--- config.mk ---
export PLATFORM = sky130hd
export DESIGN_NAME = mem_arbiter
export DESIGN_NICKNAME = d
export VERILOG_FILES = /design/src/rtl/mem_pkg.sv /design/src/rtl/rr_select2.sv /design/src/rtl/mem_arbiter.sv
export SDC_FILE = /design/constraint.sdc
export NUM_CORES = 1
export LEC_CHECK = 0
export ABC_CLOCK_PERIOD_IN_PS = 2270
export BUFFER_PORTS_ARGS = -buffer_cell sky130_fd_sc_hd__clkbuf_2
export CAP_MARGIN = 30
export CORE_ASPECT_RATIO = 0.75
export CORE_UTILIZATION = 47
export CTS_CLUSTER_DIAMETER = 200
export DETAILED_ROUTE_END_ITERATION = 10
export GPL_TIMING_DRIVEN = 0
export PLACE_DENSITY = 0.81
export SLEW_MARGIN = 20
export SYNTH_ARGS = -nofsm -noshare
export SYNTH_HDL_FRONTEND = slang
export SYNTH_SLANG_ARGS = --single-unit
--- constraint.sdc ---
create_clock -name CLK -period 2.27 [get_ports CLK]
set_input_delay 0.1135 -clock CLK [delete_from_list [all_inputs] [get_ports CLK]]
set_output_delay 0.1135 -clock CLK [all_outputs]
set_load 0.01 [all_outputs]
--- src/rtl/mem_pkg.sv ---
// Shared definitions for the memory subsystem: block geometry and arbiter state types.
package mem_pkg;

  localparam int unsigned BLOCK_ADDR_W = 6;
  localparam int unsigned BLOCK_DATA_W = 32;

  typedef enum logic [2:0] {
    StIdle,
    StDAccess,
    StIAccess,
    StDResp,
    StIResp
  } arb_state_t;

  typedef enum logic {
    GrantD,
    GrantI
  } grant_t;

endpackage

--- src/rtl/rr_select2.sv ---
// Two-way round-robin pick: a lone requester wins; on a tie the one not granted last wins.
module rr_select2
  import mem_pkg::*;
(
  input  logic   req_d,
  input  logic   req_i,
  input  grant_t last_grant,
  output logic   grant_d,
  output logic   grant_i
);

  always_comb begin
    grant_d = req_d && (!req_i || (last_grant == GrantI));
    grant_i = req_i && (!req_d || (last_grant == GrantD));
  end

endmodule

--- src/rtl/mem_arbiter.sv ---
// Shares one BUSYWAIT-style main-memory port between the icache and dcache, serialising
// block transfers with round-robin fairness.
module mem_arbiter
  import mem_pkg::*;
#(
  parameter int unsigned ADDR_W = BLOCK_ADDR_W,
  parameter int unsigned DATA_W = BLOCK_DATA_W
) (
  input  logic              CLK,
  input  logic              RESET,
  input  logic              I_READ,
  input  logic [ADDR_W-1:0] I_ADDRESS,
  output logic [DATA_W-1:0] I_READDATA,
  output logic              I_BUSYWAIT,
  input  logic              D_READ,
  input  logic              D_WRITE,
  input  logic [ADDR_W-1:0] D_ADDRESS,
  input  logic [DATA_W-1:0] D_WRITEDATA,
  output logic [DATA_W-1:0] D_READDATA,
  output logic              D_BUSYWAIT,
  output logic              MEM_READ,
  output logic              MEM_WRITE,
  output logic [ADDR_W-1:0] MEM_ADDRESS,
  output logic [DATA_W-1:0] MEM_WRITEDATA,
  input  logic [DATA_W-1:0] MEM_READDATA,
  input  logic              MEM_BUSYWAIT
);

  arb_state_t        state_q;
  grant_t            last_grant_q;
  logic              started_q;
  logic [DATA_W-1:0] i_readdata_q;
  logic [DATA_W-1:0] d_readdata_q;

  logic d_req;
  logic grant_d;
  logic grant_i;

  assign d_req = D_READ | D_WRITE;

  rr_select2 u_rr_select2 (
    .req_d      (d_req),
    .req_i      (I_READ),
    .last_grant (last_grant_q),
    .grant_d    (grant_d),
    .grant_i    (grant_i)
  );

  always_ff @(posedge CLK) begin
    if (RESET) begin
      state_q      <= StIdle;
      last_grant_q <= GrantI;
      started_q    <= 1'b0;
      i_readdata_q <= '0;
      d_readdata_q <= '0;
    end else begin
      unique case (state_q)
        StIdle: begin
          started_q <= 1'b0;
          if (grant_d) begin
            state_q      <= StDAccess;
            last_grant_q <= GrantD;
          end else if (grant_i) begin
            state_q      <= StIAccess;
            last_grant_q <= GrantI;
          end
        end
        StDAccess: begin
          started_q <= 1'b1;
          // First cycle is ignored: memory may not have raised BUSYWAIT yet.
          if (started_q && !MEM_BUSYWAIT) begin
            if (D_READ) d_readdata_q <= MEM_READDATA;
            state_q <= StDResp;
          end
        end
        StIAccess: begin
          started_q <= 1'b1;
          if (started_q && !MEM_BUSYWAIT) begin
            if (I_READ) i_readdata_q <= MEM_READDATA;
            state_q <= StIResp;
          end
        end
        StDResp: state_q <= StIdle;
        StIResp: state_q <= StIdle;
        default: state_q <= StIdle;
      endcase
    end
  end

  always_comb begin
    MEM_READ      = 1'b0;
    MEM_WRITE     = 1'b0;
    MEM_ADDRESS   = '0;
    MEM_WRITEDATA = '0;
    if (state_q == StDAccess) begin
      MEM_READ      = D_READ;
      MEM_WRITE     = D_WRITE;
      MEM_ADDRESS   = D_ADDRESS;
      MEM_WRITEDATA = D_WRITEDATA;
    end else if (state_q == StIAccess) begin
      MEM_READ    = I_READ;
      MEM_ADDRESS = I_ADDRESS;
    end
  end

  // Stall depends only on the request and registered state, never on MEM_BUSYWAIT.
  assign I_BUSYWAIT = I_READ && (state_q != StIResp);
  assign D_BUSYWAIT = d_req && (state_q != StDResp);
  assign I_READDATA = i_readdata_q;
  assign D_READDATA = d_readdata_q;

endmodule

Word-level counts from Yosys, hierarchy flattened
Cells that the tools add are included.
{ "totals": {"elab_cells": 46, "out_inout_bits": 106, "ff_bits": 69, "inputBits": 82} }
{ "classes": {"reduce_logical": 18, "muxes": 14, "n_bitwise": 2, "n_eq_ne": 7} }
{ "op_table": {"columns": ["op", "count"], "rows": [
  ["two-way mux 32 bit", 1],
  ["two-way mux 3 bit", 4],
  ["two-way mux 6 bit", 2],
  ["case mux 3 bit (3 select lines)", 1],
  ["AND reduction 3 bit", 3],
  ["inequality test 3 bit (second input constant)", 2],
  ["logical AND 1 bit", 5],
  ["two-way mux 1 bit", 5],
  ["inequality test 2 bit (second input constant)", 2],
  ["nonzero test 2 bit", 2],
  ["equality test 3 x 1 -> 1 bit (second input constant)", 1],
  ["equality test 3 x 2 -> 1 bit (second input constant)", 1],
  ["zero test 1 bit", 3],
  ["zero test 3 bit", 1],
  ["inequality test 3 x 2 -> 1 bit (second input constant)", 1],
  ["logical OR 1 bit", 2],
  ["case mux 1 bit (2 select lines)", 1],
  ["AND reduction 2 bit", 1],
  ["OR reduction 2 bit", 1],
  ["NOT 1 bit", 1],
  ["OR 1 bit", 1]
]} }

Depth between registers and ports, before layout
Gate-level depths: netlist (run 1).
{ "depth": {"word_depth": 7, "mapped_depth": 6, "mapped_depth_nobuf": 3} }

Cells and area by module
Synthesis (run 1) repeated with hierarchy kept, for this count alone.
{ "hier_totals": {"cells_unflattened": 332, "hier_area_um2": 3039.2} }
{ "by_module_without_submodules": {"columns": ["module", "seq_area_each_um2", "area_per_inst_um2", "n_inst", "cells_each"], "rows": [
  ["mem_arbiter", 1381.3, 3020.4, 1, 329],
  ["rr_select2", 0.0, 18.8, 1, 3]
]} }

Worst setup path after synthesis (run 1)
No wires, ideal clock.
{ "synth_path": {"path_kind": "reg-to-reg", "from": "reg state_q[0]", "to": "reg i_readdata_q[10], in the netlist I_READDATA[10]", "setup_time_ps": 72, "period_less_slack_ps": 1341, "required_ps": 2198, "path_buffers": 2, "setup_slack_ps": 929, "arrival_time_ps": 1269, "path_stages_with_launch": 5, "cell_sequence": "dfxtp_1 buf_2 nor4_4 buf_6 mux2i_1"} }
{ "synth_between": {"elab_chain_len": 2} }
{ "synth_lines": {"columns": ["item", "line_no", "text"], "rows": [
  ["from (decl)", "mem_arbiter.sv:29", "arb_state_t state_q;"],
  ["from (signal assigned)", "mem_arbiter.sv:51", "state_q <= StIdle;"],
  ["from (signal assigned)", "mem_arbiter.sv:61", "state_q <= StDAccess;"],
  ["from (signal assigned)", "mem_arbiter.sv:64", "state_q <= StIAccess;"],
  ["equality test 3 x 2 -> 1 bit", "mem_arbiter.sv:57", "unique case (state_q)"],
  ["AND reduction 3 bit (no line)", null, null],
  ["to (signal assigned)", "mem_arbiter.sv:54", "i_readdata_q <= '0;"],
  ["to (signal assigned)", "mem_arbiter.sv:79", "if (I_READ) i_readdata_q <= MEM_READDATA;"],
  ["to (decl)", "mem_arbiter.sv:32", "logic [DATA_W-1:0] i_readdata_q;"]
]} }
No other way between the ends.
A chain may end at the register's enable or synchronous reset.

Worst setup path after layout (run 1)
{ "layout_path": {"from": "reg state_q[1]", "to": "out MEM_WRITEDATA[10]"} }
{ "layout_between": {"elab_chain_len": 2} }
{ "layout_lines": {"columns": ["item", "line_no", "text"], "rows": [
  ["equality test 3 x 1 -> 1 bit", "mem_arbiter.sv:95", "if (state_q == StDAccess) begin"],
  ["two-way mux 32 bit", "mem_arbiter.sv:95", null],
  ["to (decl)", "mem_arbiter.sv:24", "output logic [DATA_W-1:0] MEM_WRITEDATA,"]
]} }
No other way between the ends.

==> results of run 1 <==
stage by stage:
| stage | cells | util (%) | instance area (µm²) | hold WS [ns] | worst slack (ns) |
|---|---|---|---|---|---|
| after floorplan | 380 | - | 3270 | 0.261 | 0.929 |
| after global placement | 647 | 66.1 | 4300 | 0.363 | 0.713 |
| after detailed placement | 647 | 66.1 | 4300 | 0.371 | 0.627 |
| after CTS | 661 | 69.2 | 4500 | 0.0216 | 0.262 |
| after global routing | 661 | 69.2 | 4500 | 0.0170 | 0.112 |
| final | 661 | 69.2 | 4500 | 0.0349 | 0.230 |
cell families (layout without fill, tap and decap cells):
family | count (synthesis) | in the layout | synth area share (%)
buf+inv | 42 | 242 | 5.93
mux | 33 | 33 | 10.1
compound gates | 79 | 79 | 13.1
flops | 69 | 69 | 42.2
simple gates | 156 | 156 | 28.3
xor+xnor | 1 | 1 | 0.268
sequential cells by signal (all words and copies together), names as in the netlist:
name,cells
started_q,1
state_q,3
I_READDATA,32
D_READDATA,32
last_grant_q,1
placed cells by master (no fill, tap or decap), drive strengths merged:
cell | netlist | routed
inv | 2 | 2
nor2 | 11 | 11
a22oi | 7 | 7
nand3 | 32 | 32
xor2 | 1 | 1
and3 | 33 | 33
o21bai | 1 | 1
buf | 14 | 14
nor3 | 4 | 4
bufinv | 0 | 1
a32oi | 1 | 1
a31oi | 1 | 1
or2 | 1 | 1
and3b | 1 | 1
nand4b | 1 | 1
and4b | 1 | 1
o31ai | 1 | 1
a21oi | 34 | 34
o31a | 1 | 1
dfxtp | 69 | 69
nand2b | 67 | 67
nor2b | 3 | 3
o21a | 1 | 1
o21ai | 32 | 32
mux2i | 33 | 33
nor4 | 2 | 2
clkbuf | 26 | 225
power groups by stage:
stage | Sequential [mW] | Clock, mW | Combinational [mW]
floorplan | 1.32 | 0 | 0.671
global placement | 1.31 | 0 | 1.07
detailed placement | 1.31 | 0 | 1.10
CTS | 1.28 | 1.02 | 1.10
global route | 1.29 | 1.08 | 1.22
finish | 1.28 | 1.01 | 1.11
worst reg2reg max path, delay by kind of cell, from the launching register on:
family          cells  cell delay, ns
compound gates      2            0.31
flops               1            0.30
buf+inv             2            0.51
simple gates        1            0.32
cells in the mapped netlist:
library cell  count  area share [%]
buf_2            11             1.7
a32oi_1           1            0.27
dfxtp_1          69              42
o31ai_1           1            0.23
and3b_1           1            0.27
nor2b_1           3            0.57
o21ai_0          32             4.9
o21a_1            1            0.23
nand3_1          32             4.9
nand2b_1         67              13
clkbuf_1         26             3.0
nor4_4            1            0.65
a31oi_1           1            0.19
inv_1             2            0.23
nand4b_1          1            0.27
and4b_1           1            0.31
nor3_1            4            0.61
buf_6             3             1.0
mux2i_1          33              10
a22oi_1           7             1.6
o21bai_1          1            0.23
nor4_1            1            0.19
xor2_1            1            0.27
a21oi_1          34             5.2
o31a_1            1            0.27
or2_1             1            0.19
and3_1           33             6.3
nor2_1           11             1.3
routing by layer:
layer	track usage (%)	share of wire, %	vias up
met5	0	0	-
met4	4.98	0.38	0
met3	9.02	8.6	6
met2	43.3	45	145
met1	35.6	46	1575
li1	-	-	1715
area by class of cell:
type,instances,area share (%)
plain buffers,40,4.14
multi-input cells,269,37.7
repair buffers,186,20.7
clock inverters,1,0.667
inverters,2,0.167
flip-flops and latches,69,30.7
well taps,81,2.25
clock buffers,13,3.75
path summary, 6_finish.rpt:
check                                  start                           to
setup / recovery     state_q[1]$_SDFFE_PP0P_            MEM_WRITEDATA[10]
hold / removal              MEM_READDATA[12]  D_READDATA[12]$_SDFFE_PP0P_
hold reg to reg   I_READDATA[3]$_SDFFE_PP0P_   I_READDATA[3]$_SDFFE_PP0P_
setup reg to reg     state_q[0]$_SDFFE_PP0P_  D_READDATA[22]$_SDFFE_PP0P_
==> impl_metrics.toml, run 1 <==
[cells_and_area]
multi_input_area_um2 = 1700
drive_gt1_share_pct = 36.9
regArea_um2 = 1380
area_delta_synth_final_pct = 37.6
diodes = 0
fill_cells = 573
final_nets = 659

[worst_setup_path]
ff2ff_path_depth = 5
crit_path_max_fanout = 10
critPathMaxStageDelay_ns = 0.32
crit_type = "reg -> out"
end_kind = "primary output"
crit_cells = 6
cp_cell_sequence = "buf_2 -> nor2_1 -> buf_2 -> clkbuf_1 -> and3_1 -> clkbuf_2"
cp-start-kind = "flip-flop"
critPathTopFamily = "buffers and inverters"
worst_path_max_delay_cell = "dfxtp_1"
required_ns = 2.16
cp_data_arrival_time_ns = 1.93
r2r_slack_ns = 0.67
path_buf_inv = 4
path_common_cell = "buf_2"

[power]
pwr-share-seq_pct = 37.7
pwr_density_cell_nw_per_um2 = 756
power_mw = 3.41
peakVddDrop_uv = 449
power_frac_comb_pct = 32.6
swShare_pct = 33.5
power_switching_mw = 1.14
power.leakage_nw = 2.12
p_int_mw = 2.27
clockPowerShare_pct = 29.6

[cts]
cts_resized = 0
clk_latency_ns = 0.33
cts-root-buf = "clkbuf_8"
ctsHoldBuffers = 0
tritoncts = "yes"
numCtsBuffers = 9
clock_sinks = 69
htreeDepth = 3
clk_pin_slew_ns = 0.07
clockBufferDepth = 2
cts_setup_buffers = 0

[drt]
drc_errors = 9
avgRoutedWirePerCell_um = 14.7
firstDrtPassIters = 10
drt_iter0_drc = 176
drt_wl_total_um = 9700
vias = 3441
routed_via_density = 5.21
antenna_left = 0

[synthesis]
postSynthRegisterBits = 69
ys_seq_area_share_pct = 42.2
netlist_instances = 380
synthesis.area_um2 = 3270
yosysWarnings = 0
avgSynthCellArea_um2 = 8.61
syn_nets = 462
ys_types = 28

[global_routing]
grt-ovfl-total = 0
grt_max_degree = 11
grt_pass1_vias = 3211
grt_pass1_wl_um = 15600
antenna_found_initial = 0
grt_use_total_pct = 26.8

[outcome]
outcome = "finished, violations left"
violations = "DRC"

[sta]
clock-skew-final_ns = 0.0103
drv_slew = 0
finalSetupTns_ns = 0
hold_viol = 0
min_period_over_period_pct = 89.9
setup_viol = 0
fin_crit_ns = 2.04
worst_pin_slew_ns = 0.537
slew_headroom_pct = 64.0
rsz0062_at_grt = "no"
max_freq_ghz = 0.490

[die]
die-area_um2 = 7300
die_w_um = 98.3
rows = 25
core_area_um2 = 6510
ios = 188
die_y_um = 74.2
start_util_pct = 50.3

[placement]
port_buffers = 186
dp_hpwl_um = 7340
gp_congestion = 0.850

[flow_run]
max_cap_viol_count = 0

[worst_hold_path]
hp-class = "in -> reg"
hold_depth = 3
No activity file was read; power rests on OpenSTA's default activity.
==> run 2, diff against run 1 <==
Settings changed: CORE_UTILIZATION 47 to 49, CTS_BUF_LIST set to sky130_fd_sc_hd__clkbuf_8, PLACE_DENSITY 0.81 to 0.84.
==> impl_metrics.toml, run 2 (synthesis results as in run 1) <==
[outcome]
outcome = "finished clean"

[die]
die_w_um = 96.3
core_area_um2 = 6380
die_y_um = 72.8
rows = 25
start_util_pct = 51.3
die-area_um2 = 7010
ios = 188

[sta]
drv_slew = 0
setup_viol = 0
hold_viol = 0
clock-skew-final_ns = 0.0122
slew_headroom_pct = 67.1
finalSetupTns_ns = 0
worst_pin_slew_ns = 0.490
max_freq_ghz = 0.502
min_period_over_period_pct = 87.8
hold_ws_ns = 0.00614
fin_crit_ns = 1.99
rsz0062_at_grt = "no"

[cells_and_area]
area_delta_synth_final_pct = 39.0
regArea_um2 = 1380
diodes = 0
final_nets = 660
final_cell_mix = "clkbuf_2 (186), dfxtp_1 (69), nand2b_1 (67)"
final_cell_area_um2 = 4550
stdcell_count = 664
multi_input_area_um2 = 1700
fill_cells = 546
mostFrequentLayoutCell = "clkbuf_2"
drive_gt1_share_pct = 37.2

[cts]
cts-root-buf = "clkbuf_8"
htreeDepth = 3
clock_sinks = 69
clk_latency_ns = 0.35
cts_setup_buffers = 0
tritoncts = "yes"
numCtsBuffers = 9
clockBufferDepth = 2
clk_pin_slew_ns = 0.08

[placement]
gp_congestion = 0.810
post_dp_cell_area_um2 = 4300
port_buffers = 186
post-place-cells = 647
dp_hpwl_um = 7540

[drt]
routed_via_density = 5.29
drc_errors = 0
drt_wl_total_um = 9800
antenna_left = 0
firstDrtPassIters = 4
drt_iter0_drc = 126
avgRoutedWirePerCell_um = 14.8
vias = 3510

[global_routing]
grt-ovfl-total = 0
grt_pass1_wl_um = 15200
grt_use_total_pct = 28.0
antenna_found_initial = 0
grt_max_degree = 13
grt_pass1_vias = 3279

[worst_setup_path]
required_ns = 2.16
end_kind = "primary output"
cp_data_arrival_time_ns = 1.88
crit_type = "reg -> out"
cp-start-kind = "flip-flop"
r2r_slack_ns = 0.72
crit_path_max_fanout = 10

[power]
power_switching_mw = 1.19
p_int_mw = 2.36
power_mw = 3.55
power_frac_comb_pct = 31.2
swShare_pct = 33.5
pwr_density_cell_nw_per_um2 = 781
clockPowerShare_pct = 32.7
pwr-share-seq_pct = 36.1
peakVddDrop_uv = 385
power.leakage_nw = 2.13

[worst_hold_path]
hp-class = "in -> reg"

[flow_run]
max_cap_viol_count = 0
run 2: cell count changes in the layout (fill, tap and decap cells not counted):
cell           change
bufinv_16          +1
clkinvlp_4         +1
dlygate4sd3_1      +1
inv_6              +1
clkbuf_1           -1
clkinv_2           +1
clkbuf_8           -1
run 2: critical path, stage by stage (launching register included):
cell      delay [ns]
dfxtp_1         0.31
buf_2           0.22
clkbuf_1        0.34
clkbuf_1        0.29
and3_1          0.23
clkbuf_2        0.14
run 2: cell type report:
cell class / count / area share, %
clock inverter: 5 / 1.79
tap: 81 / 2.23
buffer: 40 / 4.10
sequential: 69 / 30.4
timing repair buffer: 187 / 20.7
multi-input combinational: 269 / 37.3
inverter: 2 / 0.165
clock buffer: 11 / 3.33
run 2: final timing paths:
path / depth (start not counted) / start / endpoint
worst min-delay path: 3 / MEM_READDATA[10] / D_READDATA[10]$_SDFFE_PP0P_
worst max-delay path: 5 / state_q[0]$_SDFFE_PP0P_ / MEM_WRITEDATA[18]
worst min register to register: 2 / I_READDATA[9]$_SDFFE_PP0P_ / I_READDATA[9]$_SDFFE_PP0P_
worst max register to register: 5 / state_q[0]$_SDFFE_PP0P_ / D_READDATA[26]$_SDFFE_PP0P_
run 2: per-stage QoR:
step,worst slack (ns),utilization (%)
2_1_floorplan,0.929,-
3_3_place_gp,0.690,67.4
3_5_place_dp,0.668,67.4
4_1_cts,0.292,71.2
5_1_grt,0.140,71.2
6_report,0.277,71.2
run 2: repair_timing:
action                                 in CTS  in global routing
resized for setup                           0                  0
endpoints found under the hold margin       1                  0
setup endpoints to repair                   0                  0
hold buffers                                1                  0
run 2: power by group through the flow:
stage          Clock, mW  Sequential [mW]  Combinational (mW)
3_3_place_gp           0             1.31                1.07
6_report            1.16             1.28                1.11
4_1_cts             1.17             1.28                1.10
3_5_place_dp           0             1.31                1.10
2_1_floorplan          0             1.32               0.671
5_1_grt             1.22             1.29                1.22
run 2: per-layer routing:
metal	GRT usage [%]	part of all wire (%)
met2	47.5	48
met1	34.9	43
met3	6.46	7.0
met4	9.97	1.6
met5	0	0
